**src/rtl/bird_motion.sv**
```systemverilog
// ---------------------------------------------------------------------------
// bird_motion
//   Vertical motion engine for the flappy-bird sprite. Once per video frame
//   it applies gravity, flaps, ceiling and floor clamps, and tracks the game
//   state (READY / FLY / FALLEN).
//
// Ports
//   Clk         in   system clock, the only clock
//   Reset       in   synchronous active-high reset
//   frame_vs    in   raw VGA vsync (active low), asynchronous to Clk
//   keycode     in   two HID usage codes, [7:0] and [15:8]
//   BirdX       out  bird centre X (constant)
//   BirdY       out  bird centre Y
//   BirdS       out  bird half-size (constant)
//   Velocity    out  signed vertical velocity, pixels/frame, positive = down
//   game_state  out  00 READY, 01 FLY, 10 FALLEN
//   frame_tick  out  one-Clk pulse per frame (end of vsync pulse)
// ---------------------------------------------------------------------------
module bird_motion #(
  parameter logic [7:0] FLAP_KEY  = 8'h2C,
  parameter logic [9:0] BIRD_X0   = 10'd160,
  parameter logic [9:0] BIRD_Y0   = 10'd240,
  parameter logic [9:0] BIRD_SIZE = 10'd8,
  parameter int         GRAVITY   = 1,
  parameter int         FLAP_VEL  = -8,
  parameter int         VMAX      = 10,
  parameter logic [9:0] Y_MAX     = 10'd479
) (
  input  logic        Clk,
  input  logic        Reset,
  input  logic        frame_vs,
  input  logic [15:0] keycode,
  output logic [9:0]  BirdX,
  output logic [9:0]  BirdY,
  output logic [9:0]  BirdS,
  output logic [5:0]  Velocity,
  output logic [1:0]  game_state,
  output logic        frame_tick
);

  typedef enum logic [1:0] {
    ST_READY  = 2'b00,
    ST_FLY    = 2'b01,
    ST_FALLEN = 2'b10,
    ST_BAD    = 2'b11
  } state_t;

  localparam logic signed [10:0] C_GRAVITY  = 11'(GRAVITY);
  localparam logic signed [10:0] C_FLAP_VEL = 11'(FLAP_VEL);
  localparam logic signed [10:0] C_VMAX     = 11'(VMAX);
  localparam logic [9:0]         C_Y_FLOOR  = Y_MAX - BIRD_SIZE;
  localparam logic signed [10:0] C_TOP_S    = $signed({1'b0, BIRD_SIZE});
  localparam logic signed [10:0] C_FLOOR_S  = $signed({1'b0, C_Y_FLOOR});

  // frame sync / tick
  logic r_vs_meta;
  logic r_vs_sync;
  logic r_vs_prev;
  logic r_tick;

  // flap key tracking
  logic [1:0] w_key_hit;
  logic       w_key_any;
  logic       r_key_down;
  logic       r_key_prev;
  logic       r_flap_pend;
  logic       w_press;
  logic       w_consume;

  // motion state
  state_t     r_state;
  state_t     w_state_next;
  logic [9:0] r_bird_y;
  logic [9:0] w_bird_y_next;
  logic [5:0] r_vel;
  logic [5:0] w_vel_next;

  // FLY update datapath (11-bit signed so negative y and overflow are visible)
  logic signed [10:0] w_vel_ext;
  logic signed [10:0] w_vel_grav;
  logic signed [10:0] w_vel_fall;
  logic signed [10:0] w_vel_new;
  logic signed [10:0] w_y_new;
  state_t             w_fly_state;
  logic [9:0]         w_fly_y;
  logic [5:0]         w_fly_vel;
  logic               w_unused_bits;

  // -------------------------------------------------------------------------
  // vsync synchronizer. Flops reset high so a reset released while vsync is
  // idle (high) never produces a spurious tick. The tick is registered, which
  // puts it 3 Clk after the raw rising edge.
  // -------------------------------------------------------------------------
  always_ff @(posedge Clk) begin
    if (Reset) begin
      r_vs_meta <= 1'b1;
      r_vs_sync <= 1'b1;
      r_vs_prev <= 1'b1;
      r_tick    <= 1'b0;
    end else begin
      r_vs_meta <= frame_vs;
      r_vs_sync <= r_vs_meta;
      r_vs_prev <= r_vs_sync;
      r_tick    <= r_vs_sync & ~r_vs_prev;
    end
  end

  // -------------------------------------------------------------------------
  // flap key: either keycode slot may carry the flap usage code
  // -------------------------------------------------------------------------
  genvar gi;
  generate
    for (gi = 0; gi < 2; gi++) begin : g_key_slot
      assign w_key_hit[gi] = (keycode[gi*8 +: 8] == FLAP_KEY);
    end
  endgenerate

  assign w_key_any = |w_key_hit;
  assign w_press   = r_key_down & ~r_key_prev;
  // every legal state consumes a pending flap on a tick
  assign w_consume = r_tick & r_flap_pend & (r_state != ST_BAD);

  always_ff @(posedge Clk) begin
    if (Reset) begin
      r_key_down  <= 1'b0;
      r_key_prev  <= 1'b0;
      r_flap_pend <= 1'b0;
    end else begin
      r_key_down <= w_key_any;
      r_key_prev <= r_key_down;
      // a new press wins over consumption so a press landing on the
      // consuming tick is kept for the following frame
      if (w_press) begin
        r_flap_pend <= 1'b1;
      end else if (w_consume) begin
        r_flap_pend <= 1'b0;
      end
    end
  end

  // -------------------------------------------------------------------------
  // FLY update: new velocity, new position, then ceiling/floor clamp
  // -------------------------------------------------------------------------
  assign w_vel_ext  = {{5{r_vel[5]}}, r_vel};
  assign w_vel_grav = w_vel_ext + C_GRAVITY;
  assign w_vel_fall = (w_vel_grav > C_VMAX) ? C_VMAX : w_vel_grav;
  assign w_vel_new  = r_flap_pend ? C_FLAP_VEL : w_vel_fall;
  assign w_y_new    = $signed({1'b0, r_bird_y}) + w_vel_new;

  // upper bits are only needed for the signed range compares
  assign w_unused_bits = ^{w_vel_new[10:6], w_y_new[10]};

  always_comb begin
    w_fly_state = ST_FLY;
    w_fly_y     = w_y_new[9:0];
    w_fly_vel   = w_vel_new[5:0];
    if (w_y_new < C_TOP_S) begin
      w_fly_y   = BIRD_SIZE;
      w_fly_vel = '0;
    end else if (w_y_new > C_FLOOR_S) begin
      w_fly_y     = C_Y_FLOOR;
      w_fly_vel   = '0;
      w_fly_state = ST_FALLEN;
    end
  end

  // -------------------------------------------------------------------------
  // game FSM: next-state and position/velocity
  // -------------------------------------------------------------------------
  always_comb begin
    w_state_next  = r_state;
    w_bird_y_next = r_bird_y;
    w_vel_next    = r_vel;
    case (r_state)
      ST_READY: begin
        w_bird_y_next = BIRD_Y0;
        w_vel_next    = '0;
        // the launching flap is applied in the same tick
        if (r_tick && r_flap_pend) begin
          w_state_next  = w_fly_state;
          w_bird_y_next = w_fly_y;
          w_vel_next    = w_fly_vel;
        end
      end
      ST_FLY: begin
        if (r_tick) begin
          w_state_next  = w_fly_state;
          w_bird_y_next = w_fly_y;
          w_vel_next    = w_fly_vel;
        end
      end
      ST_FALLEN: begin
        if (r_tick && r_flap_pend) begin
          w_state_next  = ST_READY;
          w_bird_y_next = BIRD_Y0;
          w_vel_next    = '0;
        end
      end
      default: begin
        // illegal encoding: recover immediately, no tick needed
        w_state_next  = ST_READY;
        w_bird_y_next = BIRD_Y0;
        w_vel_next    = '0;
      end
    endcase
  end

  always_ff @(posedge Clk) begin
    if (Reset) begin
      r_state  <= ST_READY;
      r_bird_y <= BIRD_Y0;
      r_vel    <= '0;
    end else begin
      r_state  <= w_state_next;
      r_bird_y <= w_bird_y_next;
      r_vel    <= w_vel_next;
    end
  end

  assign BirdX      = BIRD_X0;
  assign BirdS      = BIRD_SIZE;
  assign BirdY      = r_bird_y;
  assign Velocity   = r_vel;
  assign game_state = r_state;
  assign frame_tick = r_tick;

endmodule

```
**config.mk**
```make
export PLATFORM = sky130hd
export DESIGN_NAME = bird_motion
export DESIGN_NICKNAME = d
export VERILOG_FILES = /design/src/rtl/bird_motion.sv
export SDC_FILE = /design/constraint.sdc
export NUM_CORES = 1
export LEC_CHECK = 0
export CAP_MARGIN = 40
export CORE_UTILIZATION = 44
export DETAILED_ROUTE_END_ITERATION = 10
export PLACE_DENSITY = 0.74
export SLEW_MARGIN = 20
export SYNTH_ARGS = -nofsm -noshare
export SYNTH_HDL_FRONTEND = slang
export SYNTH_SLANG_ARGS = --single-unit
```
**constraint.sdc**
```tcl
create_clock -name Clk -period 4.17 [get_ports Clk]
set_input_delay 1.251 -clock Clk [delete_from_list [all_inputs] [get_ports Clk]]
set_output_delay 1.251 -clock Clk [all_outputs]
set_load 0.02 [all_outputs]
```
# Word-level counts from Yosys, hierarchy flattened

Cells that the tools add are included.

Add/sub/neg operators: 2
Order comparisons: 3
Eq/ne operators: 8
Multiplexer cells: 22
Bitwise operators: 6
Reduce and logical (&&, ||, !) cells: 6

Operators by type and width:

| operator                                                         | count |
|---|---|
| 2-to-1 mux 10 bit                                                | 5 |
| 2-to-1 mux 6 bit                                                 | 5 |
| case mux 10 bit (3 select lines)                                 | 1 |
| 2-to-1 mux 11 bit                                                | 2 |
| case mux 6 bit (3 select lines)                                  | 1 |
| == test 8 x 6 -> 1 bit (second input constant)                   | 2 |
| adder 11 bit                                                     | 1 |
| greater-than comparator 11 x 10 -> 1 bit (second input constant) | 1 |
| < comparator 11 x 5 -> 1 bit (second input constant)             | 1 |
| 2-to-1 mux 2 bit                                                 | 5 |
| inequality test 2 bit (second input constant)                    | 4 |
| adder 6 x 2 -> 7 bit (second input constant)                     | 1 |
| greater-than comparator 7 x 5 -> 1 bit (second input constant)   | 1 |
| case mux 2 bit (3 select lines)                                  | 1 |
| bitwise AND 1 bit                                                | 4 |
| AND reduction 3 bit                                              | 1 |
| == test 2 x 1 -> 1 bit (second input constant)                   | 1 |
| == test 2 bit (second input constant)                            | 1 |
| logical NOT 2 bit                                                | 1 |
| 2-to-1 mux 1 bit                                                 | 2 |
| inverter 1 bit                                                   | 2 |
| AND reduction 2 bit                                              | 1 |
| nonzero test 2 bit                                               | 1 |
| OR reduction 2 bit                                               | 1 |
| logical AND 1 bit                                                | 1 |

Register bits after elaboration: 25
Input port bits: 19
Output and inout port bits: 39
Word-level logic and storage cells: 57

# Depth between registers and ports, before layout

Gate-level depths: netlist (run 1).

Depth after elaboration: 10
Depth in mapped cells: 18
Mapped depth without buffers: 17

# Worst setup path after synthesis (run 1)

Ideal clock, no wire load.

Kind: reg2reg
Start: register r_vel[1] (netlist: Velocity[1])
End: register r_vel[1] (netlist: Velocity[1])
Setup time: 0.117 ns
Data arrival time: 4.204 ns
Data required time: 4.053 ns
Setup slack: -0.151 ns
Cell stages (with the launch flop): 19
Path buffers: 1
Period minus slack after synthesis: 4.321 ns
Path through: dfxtp_1 > inv_1 > ha_1 > o21ai_0 > nand2_1 > a211o_1 > a31oi_1 > or2_2 > nor2_1 > ha_1 > fa_1 > a211oi_4 > o211ai_4 > a221oi_4 > nand2_1 > or3_1 > buf_6 > and3_4 > a22o_1

Longest elaborated chain between the ends: 10
Elaborated cells between the ends (all ways): 12
Those cells by class: add/sub: 2; order compare: 3; mux: 7

Ends and longest elaborated chain:

| what                                     | line     | source |
|---|---|---|
| start, declared                          | 75       | `logic [5:0] r_vel;` |
| start signal, assigned                   | 216      | `r_vel <= w_vel_next;` |
| adder 6 x 2 -> 7 bit *                   | 145      | `assign w_vel_grav = w_vel_ext + C_GRAVITY;` |
| greater-than comparator 7 x 5 -> 1 bit   | 146      | `assign w_vel_fall = (w_vel_grav > C_VMAX) ? C_VMAX : w_vel_grav;` |
| 2-to-1 mux 11 bit *                      | 146      |  |
| 2-to-1 mux 11 bit *                      | 147      | `assign w_vel_new = r_flap_pend ? C_FLAP_VEL : w_vel_fall;` |
| adder 11 bit                             | 148      | `assign w_y_new = $signed({1'b0, r_bird_y}) + w_vel_new;` |
| greater-than comparator 11 x 10 -> 1 bit | 160      | `end else if (w_y_new > C_FLOOR_S) begin` |
| 2-to-1 mux 6 bit                         | 160      |  |
| 2-to-1 mux 6 bit *                       | 157      | `if (w_y_new < C_TOP_S) begin` |
| 2-to-1 mux 6 bit (on tied branches)      | 186, 179 |  |
| case mux 6 bit (3 select lines) *        | 174      | `case (r_state)` |

Mark *: on every way between the ends. The rest lies on a longest branch, timed or not. The select of a mux whose other input is x is not followed.
A chain may end at the register's enable or synchronous reset.

# Worst setup path after layout (run 1)

Start: register r_vel[1] (netlist: Velocity[1])
End: register r_vel[4] (netlist: Velocity[4])

The elaborated chain is that of the path after synthesis.

==> summary.txt, run 1 <==
Placed design
  • RePlAce Congestion: 0.8899
  • Setup Slack @ Placement: -113.2 ps
  • Dpl cells: about 340
  • Hpwl dp: just under 4000 um
  • IO Port Bufs: 37

Route
  • Vias: 1,984
  • DR pass1 iterations: 4
  • Wirelength per Cell: 14.30 um
  • Initial DRC Count: approximately 110
  • Total wire length: just under 5000 um
  • Via-to-Cell Ratio: 5.718
  • Post-DRT Antenna Nets: 0
  • DR DRC count: 0

Layout
  • Fin cells: approximately 350
  • Nets@finish: roughly 330
  • Share of post-route cells with drive strength above 1: a little over a fifth
  • Fin util: between 60 and 70%
  • Antenna cells: 0
  • Layout overhead on the synthesized area: 27.65%

GRT
  • Pin count of the biggest net entering global routing: 17
  • Met1 usage: between 20 and 30%
  • Vias in the first global route: ~1,800
  • Global Route Usage Sum: between 20 and 25%
  • Total grt overflow: 0
  • Global-route track usage on met3: 3.235%
  • GRT busiest layer: met2
  • First-pass GRT wire length: roughly 8000 um
  • Initial antenna violation count: 0
  • Met2 usage: 34.50%

Critical path
  • WS Path Type: register to register
  • CP Capture Type: register
  • Crit-path cells: inv_4 > ha_4 > o21ai_2 > nand2_1 > a211o_1 > a31oi_2 > or2_4 > nor2_4 > ha_4 > fa_2 > a211oi_4 > o211ai_4 > a221oi_4 > nand2_1 > or3_4 > and3_4 > a22o_1
  • Arrival time worst endpoint: 4210 ps
  • Crit-path slowest cell: or3_4
  • Data required time at the worst endpoint: approximately 4300 ps
  • Worst reg2reg path depth: 17
  • Max incr delay on CP: between 400 and 500 ps
  • Reg-to-reg startpoint: Velocity[1]
  • Worst setup path startpoint: Velocity[1]
  • CP max FO: 8
  • Worst reg-to-reg setup slack: approximately 140 ps
  • Critical path startpoint category: register
  • R2r endpoint: Velocity[4]

Hold path
  • Worst Hold Class: register to register
  • Hold path depth: 1
  • Min-delay src: r_vs_prev
  • Hold EP: frame_tick

Timing
  • Fin Clk Skew: 2.456 ps
  • Least-Margin Pin Slew: 505.4 ps
  • RSZ-0062 raised after global routing: yes
  • Crit path time final: between 4000 and 5000 ps
  • Max-slew violations: 0
  • Final Cycle Share: between 90% and 100%
  • Final Setup Violations: 0
  • Hold Violations, Final: 0
  • Worst slew margin: between 60% and 70%
  • Setup WS post-layout: 135.5 ps
  • Maximum clock frequency: about 250 MHz

CTS
  • CTS tree: yes
  • TritonCTS buffer count: 3
  • H-tree levels: 1
  • Worst-path clk slew: roughly 90 ps
  • Hold Buf Count CTS: 0
  • Root buf cell: clkbuf_8
  • CTS Sinks: 25
  • Worst-skew pair later-pin latency: around 270 ps
  • CTS Buffer Depth: 2

Synth
  • Synth top area cells: dfxtp_1 24%, ha_1 7.7%, buf_4 7.4%
  • Cell variety after synth: 70
  • Yosys warning total: 0
  • Synth Area per Inst: 8.557 um2
  • Sequential share of the synthesized area: 23.58%
  • Cell taking the most area after synthesis: dfxtp_1
  • Area share of the largest cell type after synthesis: 23.58%
  • Main synth FF type: dfxtp_1
  • Async set-reset flop share out of synthesis: 0%
  • EDFF count, synth: 0
  • Synthesized area: 2122 um2
  • Yosys reg bits: 25
  • Post-synthesis instance total: between 200 and 250

Floorplan
  • Initial Utilization: 47.11%
  • Area of the core: approximately 4500 um2
  • Chip height: around 71 um
  • Die ar.: 5104 um2
  • Site Rows: 24
  • Die width: ~71 um
  • I/O pins: a little under 60

Power and ir drop
  • Maximum VDD drop: between 0.15 and 0.2 mV
  • Pleak: approximately 1 nW
  • Power Density: roughly 160 nW/um2
  • Total chip power: roughly 0.00044 W

Outcome
  • Status: completed

Run
  • Max Cap Viol: 0
-- report_power, final --
part           internal (W)  total [W]  switching [W]
combinational     0.0000213  0.0000482      0.0000268
clock             0.0000700   0.000152      0.0000823
sequential         0.000239   0.000239    0.000000692
total              0.000330   0.000440       0.000110
-- state kept, by name, summed over array words and instances, names as in the netlist --
register	count
BirdY	10
r_key_down	1
r_flap_pend	1
game_state	2
r_key_prev	1
r_vs_meta	1
Velocity	6
frame_tick	1
r_vs_sync	1
r_vs_prev	1
-- layout by cell type, fill, tap and decap left out, types with 3 or more instances in the layout --
cell	count
buf_4	18
a2bb2oi_1	3
xnor2_1	4
clkdlybuf4s50_1	37
nor3b_1	4
conb_1	20
ha_1	10
o21a_1	3
o21ai_0	5
inv_1	3
clkbuf_8	3
nand2_1	17
nand4_1	5
o21ai_1	3
dfxtp_1	23
nand2b_1	5
and2_1	6
a21oi_1	15
nor3_1	6
nor2_1	15
a22o_1	5
ha_4	3
or2_2	6
nand3_1	7
-- worst max-delay path: cells and delay by family, from the launching register on --
family | cells | cell delay (ps)
adders and majority gates | 3 | 810
buffers and inverters | 1 | 40
AOI/OAI and AO/OA | 7 | 1670
and+or+nand+nor | 6 | 1020
DFF | 1 | 390
-- synthesized netlist by cell type (2+ instances only) --
library cell,n
dfxtp_1,25
buf_4,21
a21oi_1,17
nand2_1,17
nor2_1,16
ha_1,13
nand3_1,7
or2_2,7
and2_1,6
nor3_1,6
o21ai_0,6
a22o_1,5
nand2b_1,5
nand4_1,5
a31oi_1,4
clkbuf_1,4
inv_1,4
nor3b_1,4
xnor2_1,4
a2bb2oi_1,3
buf_2,3
o21a_1,3
o21ai_1,3
or3_1,3
a211oi_1,2
a211oi_2,2
a21o_1,2
a21oi_4,2
conb_1,2
nor2b_1,2
nor4b_1,2
o211ai_1,2
o21bai_1,2
o22ai_1,2
o31ai_1,2
-- cells by family after synthesis --
| family | share of synthesized area, % |
|---|---|
| AOI/OAI and AO/OA | 30.42 |
| adders and majority gates | 8.609 |
| buffers and inverters | 10.67 |
| and+or+nand+nor | 23.47 |
| other | 0.3539 |
| muxes | 0.4717 |
| xor gates and xnor gates | 2.417 |
| DFF | 23.58 |
-- per-stage QoR --
| stage | cell area (um2) | setup TNS [ps] | hold WS, ps |
|---|---|---|---|
| detailed placement | 2542 | -904.1 | 394.2 |
| CTS | 2606 | 0 | 408.9 |
| floorplan | 2198 | 0 | 372.9 |
| finish | 2709 | 0 | 402.3 |
| global route | 2709 | -163.8 | 427.5 |
| global placement | 2542 | 0 | 386.4 |
-- layout make-up --
type                       instances  area, um2
clock inverter                     1      8.758
fill                             406       1795
sequential                        25      508.0
tap                               52      65.06
clock buffer                       3      41.29
inverter                           4      17.52
multi-input combinational        207       1563
timing repair buffer              55      505.5
-- what timing repair did --
action	in CTS	in global routing
hold endpoints to repair	0	0
endpoints found under the setup margin	13	15
pin swaps	0	17
buffers inserted	0	2
gates resized for setup	4	18
-- how the worst max path moves through the flow --
| stage | slack, ps | cells after the start | to |
|---|---|---|---|
| 6_report | 140 | 17 | Velocity[4] |
| 2_1_floorplan | 20 | 18 | Velocity[1] |
| 3_3_place_gp | 40 | 17 | Velocity[0] |
| 4_1_cts | 40 | 18 | Velocity[3] |
| 3_5_place_dp | -110 | 17 | Velocity[3] |
| 5_1_grt | -50 | 17 | Velocity[0] |
-- metal layers --
metal	up-vias	share of wire, %
li1	980	-
met1	935	45
met2	64	49
met3	5	4.6
met4	0	1.0
met5	-	0
Power figures use the tool's default switching activity.
==> run 2, diff against run 1 <==
Settings changed: ABC_AREA set to 1.
==> summary.txt, run 2 <==
Outcome
  • Status: completed (unchanged)

Critical path
  • Arrival time worst endpoint: 3650 ps (was 4210 ps)
  • WS Path Type: register to register (unchanged)
  • Data required time at the worst endpoint: 4340 ps (about the same)
  • R2r endpoint: BirdY[6] (was Velocity[4])
  • Worst reg-to-reg setup slack: 690 ps (was 140 ps)
  • Critical path startpoint category: register (unchanged)
  • Worst setup path startpoint: Velocity[1] (unchanged)
  • CP max FO: 12 (was 8)
  • Setup crit end: BirdY[6] (was Velocity[4])
  • CP Capture Type: register (unchanged)
  • Reg-to-reg startpoint: Velocity[1] (unchanged)
  • Worst reg2reg path depth: 20 (was 17)

Timing
  • Final Setup Violations: 0 (unchanged)
  • Hold Violations, Final: 0 (unchanged)
  • Crit path time final: 3479 ps (was 4034 ps)
  • Max-slew violations: 0 (unchanged)
  • Fin Clk Skew: 3.181 ps (was 2.456 ps)
  • Maximum clock frequency: 287.5 MHz (was 247.9 MHz)
  • RSZ-0062 raised after global routing: no (was yes)
  • Final Cycle Share: 83.42% (was 96.75%)
  • Final setup TNS: 0 ps (unchanged)

Synth
  • Adder-cell share of the synthesized area: 8.483% (was 8.608%)
  • Multiplexer share of the synthesized area: 0% (was 0.4717%)
  • Largest family of logic cells by synthesized area: simple AND/OR/NAND/NOR gates (was compound AO/OA/AOI/OAI gates)
  • Async set-reset flop share out of synthesis: 0% (unchanged)
  • Main synth FF type: dfxtp_1 (unchanged)
  • Simple-Gate Fraction of Synth Area: 37.71% (was 23.47%)
  • Cell variety after synth: 33 (was 70)
  • Sequential share of the synthesized area: 23.24% (was 23.58%)
  • Area share of the largest cell type after synthesis: 23.24% (was 23.58%)
  • Yosys reg bits: 25 (unchanged)
  • Compound-Gate Fraction of Synth Area: 9.936% (was 30.42%)
  • Synth top area cells: dfxtp_1 23%, nand2_1 13%, nor2_1 7.7% (was dfxtp_1 24%, ha_1 7.7%, buf_4 7.4%)
  • Synthesized area: 2153 um2 (was 2122 um2)
  • Yosys warning total: 0 (unchanged)
  • Top cells by count, synth: 76 x nand2_1, 44 x nor2_1, 42 x inv_1, 25 x dfxtp_1, 24 x nand2_2 (was 25 x dfxtp_1, 21 x buf_4, 17 x a21oi_1, 17 x nand2_1, 16 x nor2_1)
  • Post-synthesis instance total: 329 (was 248)
  • EDFF count, synth: 0 (unchanged)
  • Synth Area per Inst: 6.545 um2 (was 8.557 um2)
  • Post-synthesis xor/xnor area fraction: 3.312% (was 2.417%)
  • Cell taking the most area after synthesis: dfxtp_1 (unchanged)
  • Most common cell in the netlist: nand2_1 (was dfxtp_1)

GRT
  • First-pass GRT wire length: 7686 um (was 8238 um)
  • Vias in the first global route: 1,848 (was 1,814)
  • Initial antenna violation count: 0 (unchanged)
  • Total grt overflow: 0 (unchanged)
  • Pin count of the biggest net entering global routing: 16 (was 17)
  • Global Route Usage Sum: 18.55% (was 20.14%)

Route
  • Total wire length: 4421 um (was 4961 um)
  • Post-DRT Antenna Nets: 0 (unchanged)
  • DR pass1 iterations: 5 (was 4)
  • Via-to-Cell Ratio: 4.588 (was 5.718)
  • Wirelength per Cell: 10.23 um (was 14.30 um)
  • Initial DRC Count: 62 (was 111)
  • Vias: 1,982 (was 1,984)
  • DR DRC count: 0 (unchanged)

Floorplan
  • Initial Utilization: 45.59% (was 47.11%)
  • Die ar.: 5178 um2 (was 5104 um2)
  • Site Rows: 25 (was 24)
  • Area of the core: 4723 um2 (was 4504 um2)
  • Chip height: 71.96 um (was 71.45 um)
  • I/O pins: 58 (unchanged)
  • Die width: 71.96 um (was 71.45 um)

Placed design
  • Dpl cells: 428 (was 341)
  • RePlAce Congestion: 0.8973 (was 0.8899)
  • Hpwl dp: 3786 um (was 3848 um)
  • IO Port Bufs: 37 (unchanged)

CTS
  • H-tree levels: 1 (unchanged)
  • TritonCTS buffer count: 3 (unchanged)
  • CTS Buffer Depth: 2 (unchanged)
  • Worst-skew pair later-pin latency: 270 ps (about the same)
  • CTS resizes: 0 (was 4)
  • Hold Buf Count CTS: 0 (unchanged)
  • CTS Sinks: 25 (unchanged)
  • Post-CTS setup buffers: 0 (unchanged)
  • CTS tree: yes (unchanged)
  • Worst-path clk slew: 90 ps (about the same)
  • Root buf cell: clkbuf_8 (unchanged)

Layout
  • Most common cell after layout, fill and taps aside: nand2_1 (was clkdlybuf4s50_1)
  • Max reg flops: 10 (unchanged)
  • Commonest non-fill, non-tap cells in the layout: 76 x nand2_1, 44 x nor2_1, 42 x inv_1, 37 x clkdlybuf4s50_1, 25 x dfxtp_1 (was 37 x clkdlybuf4s50_1, 23 x dfxtp_1, 20 x conb_1, 18 x buf_4, 17 x nand2_1)
  • Share of post-route cells with drive strength above 1: 13.97% (was 21.02%)
  • Antenna cells: 0 (unchanged)
  • Layout overhead on the synthesized area: 18.42% (was 27.65%)
  • Fin cells: 432 (was 347)
  • Number of fill cells: 473 (was 406)
  • Nets@finish: 399 (was 329)

Power and ir drop
  • Maximum VDD drop: 0.1927 mV (was 0.1649 mV)
  • Pleak: 1.234 nW (was 1.027 nW)
  • Power Density: 207.5 nW/um2 (was 162.4 nW/um2)

Run
  • Max Cap Viol: 0 (unchanged)

Hold path
  • Worst Hold Class: register to register (unchanged)
==> run 2: cell type report <==
cell class                      instances  area (um2)  share of cell area (%)
Sequential cell                        25       500.5                   19.63
Clock buffer                            3       41.29                   1.619
Inverter                               49       183.9                   7.213
Multi-Input combinational cell        249        1355                   53.14
Tap cell                               67       83.83                   3.288
Timing Repair Buffer                   38       377.9                   14.82
Clock inverter                          1       7.507                  0.2944
==> run 2: per-stage QoR <==
step / hold WS, ps / worst slack [ps] / util [%] / power, W / area, um2
global placement: 378.0 / 729.2 / 52.95 / 0.0003863 / 2501
floorplan: 374.3 / 908.7 / - / 0.0003594 / 2221
finish: 394.3 / 691.3 / 53.99 / 0.0005292 / 2550
detailed placement: 384.7 / 702.8 / 52.95 / 0.0003873 / 2501
CTS: 397.5 / 684.6 / 53.99 / 0.0005336 / 2550
global route: 422.5 / 356.6 / 53.99 / 0.0005609 / 2550
==> run 2: layer usage <==
layer  global-route usage, %  wire (um)  vias up
li1                        -          -     1051
met1                   23.38       2136      878
met2                   32.08       2076       47
met3                   2.917        163        6
met4                   6.754         45        0
met5                       0          0        -
==> run 2: worst min path at each step <==
stage | startpoint | end | slack, ps | depth (start not counted)
floorplan | r_vs_prev | frame_tick | 370 | 1
global placement | r_vs_prev | frame_tick | 380 | 1
detailed placement | r_vs_prev | frame_tick | 380 | 1
CTS | r_vs_prev | frame_tick | 400 | 1
global route | r_vs_prev | frame_tick | 420 | 1
finish | r_vs_prev | frame_tick | 390 | 1
==> run 2: cell families after synthesis <==
kind of cell / after synthesis
xor+xnor: 6
buf+inv: 73
simple gates: 178
fa+ha+maj: 14
compound gates: 31
other cells: 2
flops: 25
==> run 2: worst max-delay path, stage by stage (launching register included) <==
cell and delay, ps:
dfxtp_1 390, inv_1 70, ha_1 290, o21ai_0 170, nand2_1 70, nand3_1 80, nand2_1 90, nand2_1 90
nor2_1 70, ha_1 260, fa_1 430, nand2_1 90, nand2_1 100, nand3_1 160, nand2_2 90, a21boi_4 230
xor2_4 130, nand2_4 190, nand2_1 120, o21ai_0 170, nand2_1 70
==> run 2: power breakdown <==
group          internal (W)  switching [W]  total, W
clock network     0.0000678      0.0000793  0.000147
logic             0.0000493      0.0000816  0.000131
registers          0.000245     0.00000607  0.000251
==> run 3, diff against run 2 <==
Clock period 4.17 ns to 2.8 ns, I/O delays scaled along.
==> summary.txt, run 3 (synthesized netlist as in run 2, its figures left out) <==
Timing
  • Setup WS post-layout: -329.2 ps (was 691.3 ps)
  • Final setup TNS: -4790 ps (was 0 ps)
  • Crit path time final: 3129 ps (was 3479 ps)
  • Maximum clock frequency: 319.6 MHz (was 287.5 MHz)
  • Final Cycle Share: 111.8% (was 83.42%)
  • RSZ-0062 raised after global routing: yes (was no)
  • Max-slew violations: 0 (unchanged)
  • Fin Clk Skew: 5.156 ps (was 3.181 ps)
  • Hold Violations, Final: 0 (unchanged)
  • Final Setup Violations: 17 (was 0)

Run
  • Max Cap Viol: 0 (unchanged)

Layout
  • Commonest non-fill, non-tap cells in the layout: 63 x nand2_1, 47 x buf_4, 41 x inv_1, 37 x clkdlybuf4s50_1, 36 x nor2_1 (was 76 x nand2_1, 44 x nor2_1, 42 x inv_1, 37 x clkdlybuf4s50_1, 25 x dfxtp_1)
  • Layout overhead on the synthesized area: 46.66% (was 18.42%)
  • Number of fill cells: 395 (was 473)
  • Most common cell after layout, fill and taps aside: nand2_1 (unchanged)
  • Max reg flops: 10 (unchanged)
  • Share of post-route cells with drive strength above 1: 33.33% (was 13.97%)
  • Nets@finish: 448 (was 399)
  • Antenna cells: 0 (unchanged)

Placed design
  • Hpwl dp: 4297 um (was 3786 um)
  • Setup Slack @ Placement: -344.7 ps (was 702.8 ps)
  • IO Port Bufs: 37 (unchanged)
  • RePlAce Congestion: 0.9374 (was 0.8973)

Route
  • Vias: 2,296 (was 1,982)
  • DR DRC count: 0 (unchanged)
  • Post-DRT Antenna Nets: 0 (unchanged)
  • Via-to-Cell Ratio: 4.773 (was 4.588)
  • Total wire length: 5765 um (was 4421 um)
  • Initial DRC Count: 112 (was 62)
  • DR pass1 iterations: 4 (was 5)
  • Wirelength per Cell: 11.99 um (was 10.23 um)

CTS
  • CTS tree: yes (unchanged)
  • H-tree levels: 1 (unchanged)
  • Worst-path clk slew: 90 ps (about the same)
  • TritonCTS buffer count: 3 (unchanged)
  • Worst-skew pair later-pin latency: 280 ps (was 270 ps)
  • Root buf cell: clkbuf_8 (unchanged)
  • CTS Buffer Depth: 2 (unchanged)
  • CTS Sinks: 25 (unchanged)

Critical path
  • Critical path buffers and inverters: 2 (was 1)
  • Crit-path cells: nand3_4 > nor2_4 > nand2_1 > xor2_1 > nand3_1 > nand2_2 > nand2_4 > nor2_4 > ha_4 > fa_2 > nand2_2 > nand2_4 > nand3_4 > nand2_4 > a21boi_4 > xor2_4 > buf_6 > nand3_4 > inv_6 > nand2_2 > a21oi_2 (was inv_1 > ha_1 > o21ai_0 > nand2_1 > nand3_1 > nand2_1 > nand2_1 > nor2_1 > ha_1 > fa_1 > nand2_1 > nand2_1 > nand3_1 > nand2_2 > a21boi_4 > xor2_4 > nand2_4 > nand2_1 > o21ai_0 > nand2_1)
  • CP top delay family: simple AND/OR/NAND/NOR gates (unchanged)
  • Crit-path slowest cell: dfxtp_4 (was fa_1)
  • CP Capture Type: register (unchanged)
  • CP max FO: 7 (was 12)
  • WS Path Type: register to register (unchanged)
  • Arrival time worst endpoint: 3350 ps (was 3650 ps)
  • Critical path startpoint category: register (unchanged)
  • Max incr delay on CP: 410 ps (was 430 ps)
  • Data required time at the worst endpoint: 3020 ps (was 4340 ps)

Power and ir drop
  • Maximum VDD drop: 0.2747 mV (was 0.1927 mV)
  • Power Density: 268.9 nW/um2 (was 207.5 nW/um2)
  • Pleak: 1.498 nW (was 1.234 nW)

Floorplan
  • Die ar.: 5178 um2 (unchanged)
  • Site Rows: 25 (unchanged)
  • Chip height: 71.96 um (unchanged)
  • Area of the core: 4723 um2 (unchanged)
  • Initial Utilization: 45.59% (unchanged)
  • I/O pins: 58 (unchanged)
  • Die width: 71.96 um (unchanged)

GRT
  • First-pass GRT wire length: 8956 um (was 7686 um)
  • Total grt overflow: 0 (unchanged)
  • Vias in the first global route: 2,066 (was 1,848)
  • Pin count of the biggest net entering global routing: 14 (was 16)
  • Initial antenna violation count: 0 (unchanged)
  • Global Route Usage Sum: 21.97% (was 18.55%)

Outcome
  • Status: complete, but fails checks (was completed)
  • Failing checks: negative setup slack

Hold path
  • Worst Hold Class: register to register (unchanged)
## run 3: changes by cell type in the layout (fill, tap and decap cells not counted), sizes merged
cell / previous run / this run
clkbuf: 3 / 4
buf: 1 / 49
nand2: 101 / 102
clkinvlp: 1 / 0
## run 3: metal layers
metal  wire, um  global-route usage (%)  vias up
met5          0                       0        -
met4        160                   6.754        0
met3        358                   2.917       16
met2       2921                   40.36       87
met1       2325                   26.57     1040
li1           -                       -     1153
## run 3: worst reg2reg max path, cell delays in order, from the launching register on
cell      delay (ps)
dfxtp_4          410
nand3_4          100
nor2_4           110
nand2_1           60
xor2_1           150
nand3_1           80
nand2_2           90
nand2_4           80
nor2_4            50
ha_4             160
fa_2             370
nand2_2          120
nand2_4           80
nand3_4           90
nand2_4           70
a21boi_4         220
xor2_4           260
buf_6            140
nand3_4          140
inv_6            130
nand2_2           60
a21oi_2          110
## run 3: worst paths after layout
check | from | endpoint | slack, ps | cells after the start
setup reg to reg | Velocity[1] | game_state[1] | -330 | 21
hold reg to reg | r_vs_prev | frame_tick | 400 | 1
hold / removal | r_vs_prev | frame_tick | 400 | 1
setup / recovery | Velocity[1] | game_state[1] | -330 | 21
## run 3: cell type report
class                           count  area (um2)  area share, %
Timing Repair Buffer               86       745.7          23.61
Multi-Input combinational cell    250        1579          50.00
Inverter                           49       191.4          6.062
Sequential cell                    25       513.0          16.24
Clock buffer                        4       45.04          1.426
Tap cell                           67       83.83          2.655
## run 3: metrics by stage
step | util (%) | total power, W | instances | hold WS, ps | cell area (um2)
global route | 66.86 | 0.0008923 | 481 | 406.2 | 3158
finish | 66.86 | 0.0008491 | 481 | 396.7 | 3158
global placement | 60.32 | 0.0006008 | 466 | 377.4 | 2849
CTS | 64.66 | 0.0008389 | 478 | 400.1 | 3054
detailed placement | 60.32 | 0.0006041 | 466 | 386.2 | 2849
floorplan | - | 0.0005368 | 347 | 374.3 | 2283
## run 3: report_power, final
part / internal (W) / total [W] / switching (W)
clock network: 0.000102 / 0.000224 / 0.000122
registers: 0.000363 / 0.000374 / 0.0000111
logic: 0.000105 / 0.000251 / 0.000146
total: 0.000570 / 0.000849 / 0.000279
## run 3: repair_timing
item	CTS	global route
gates resized for setup	28	17
cloned	1	0
setup endpoints to repair	17	17
hold buffers	0	0
endpoints found under the hold margin	0	0
pin swaps	19	19
setup buffers	7	3
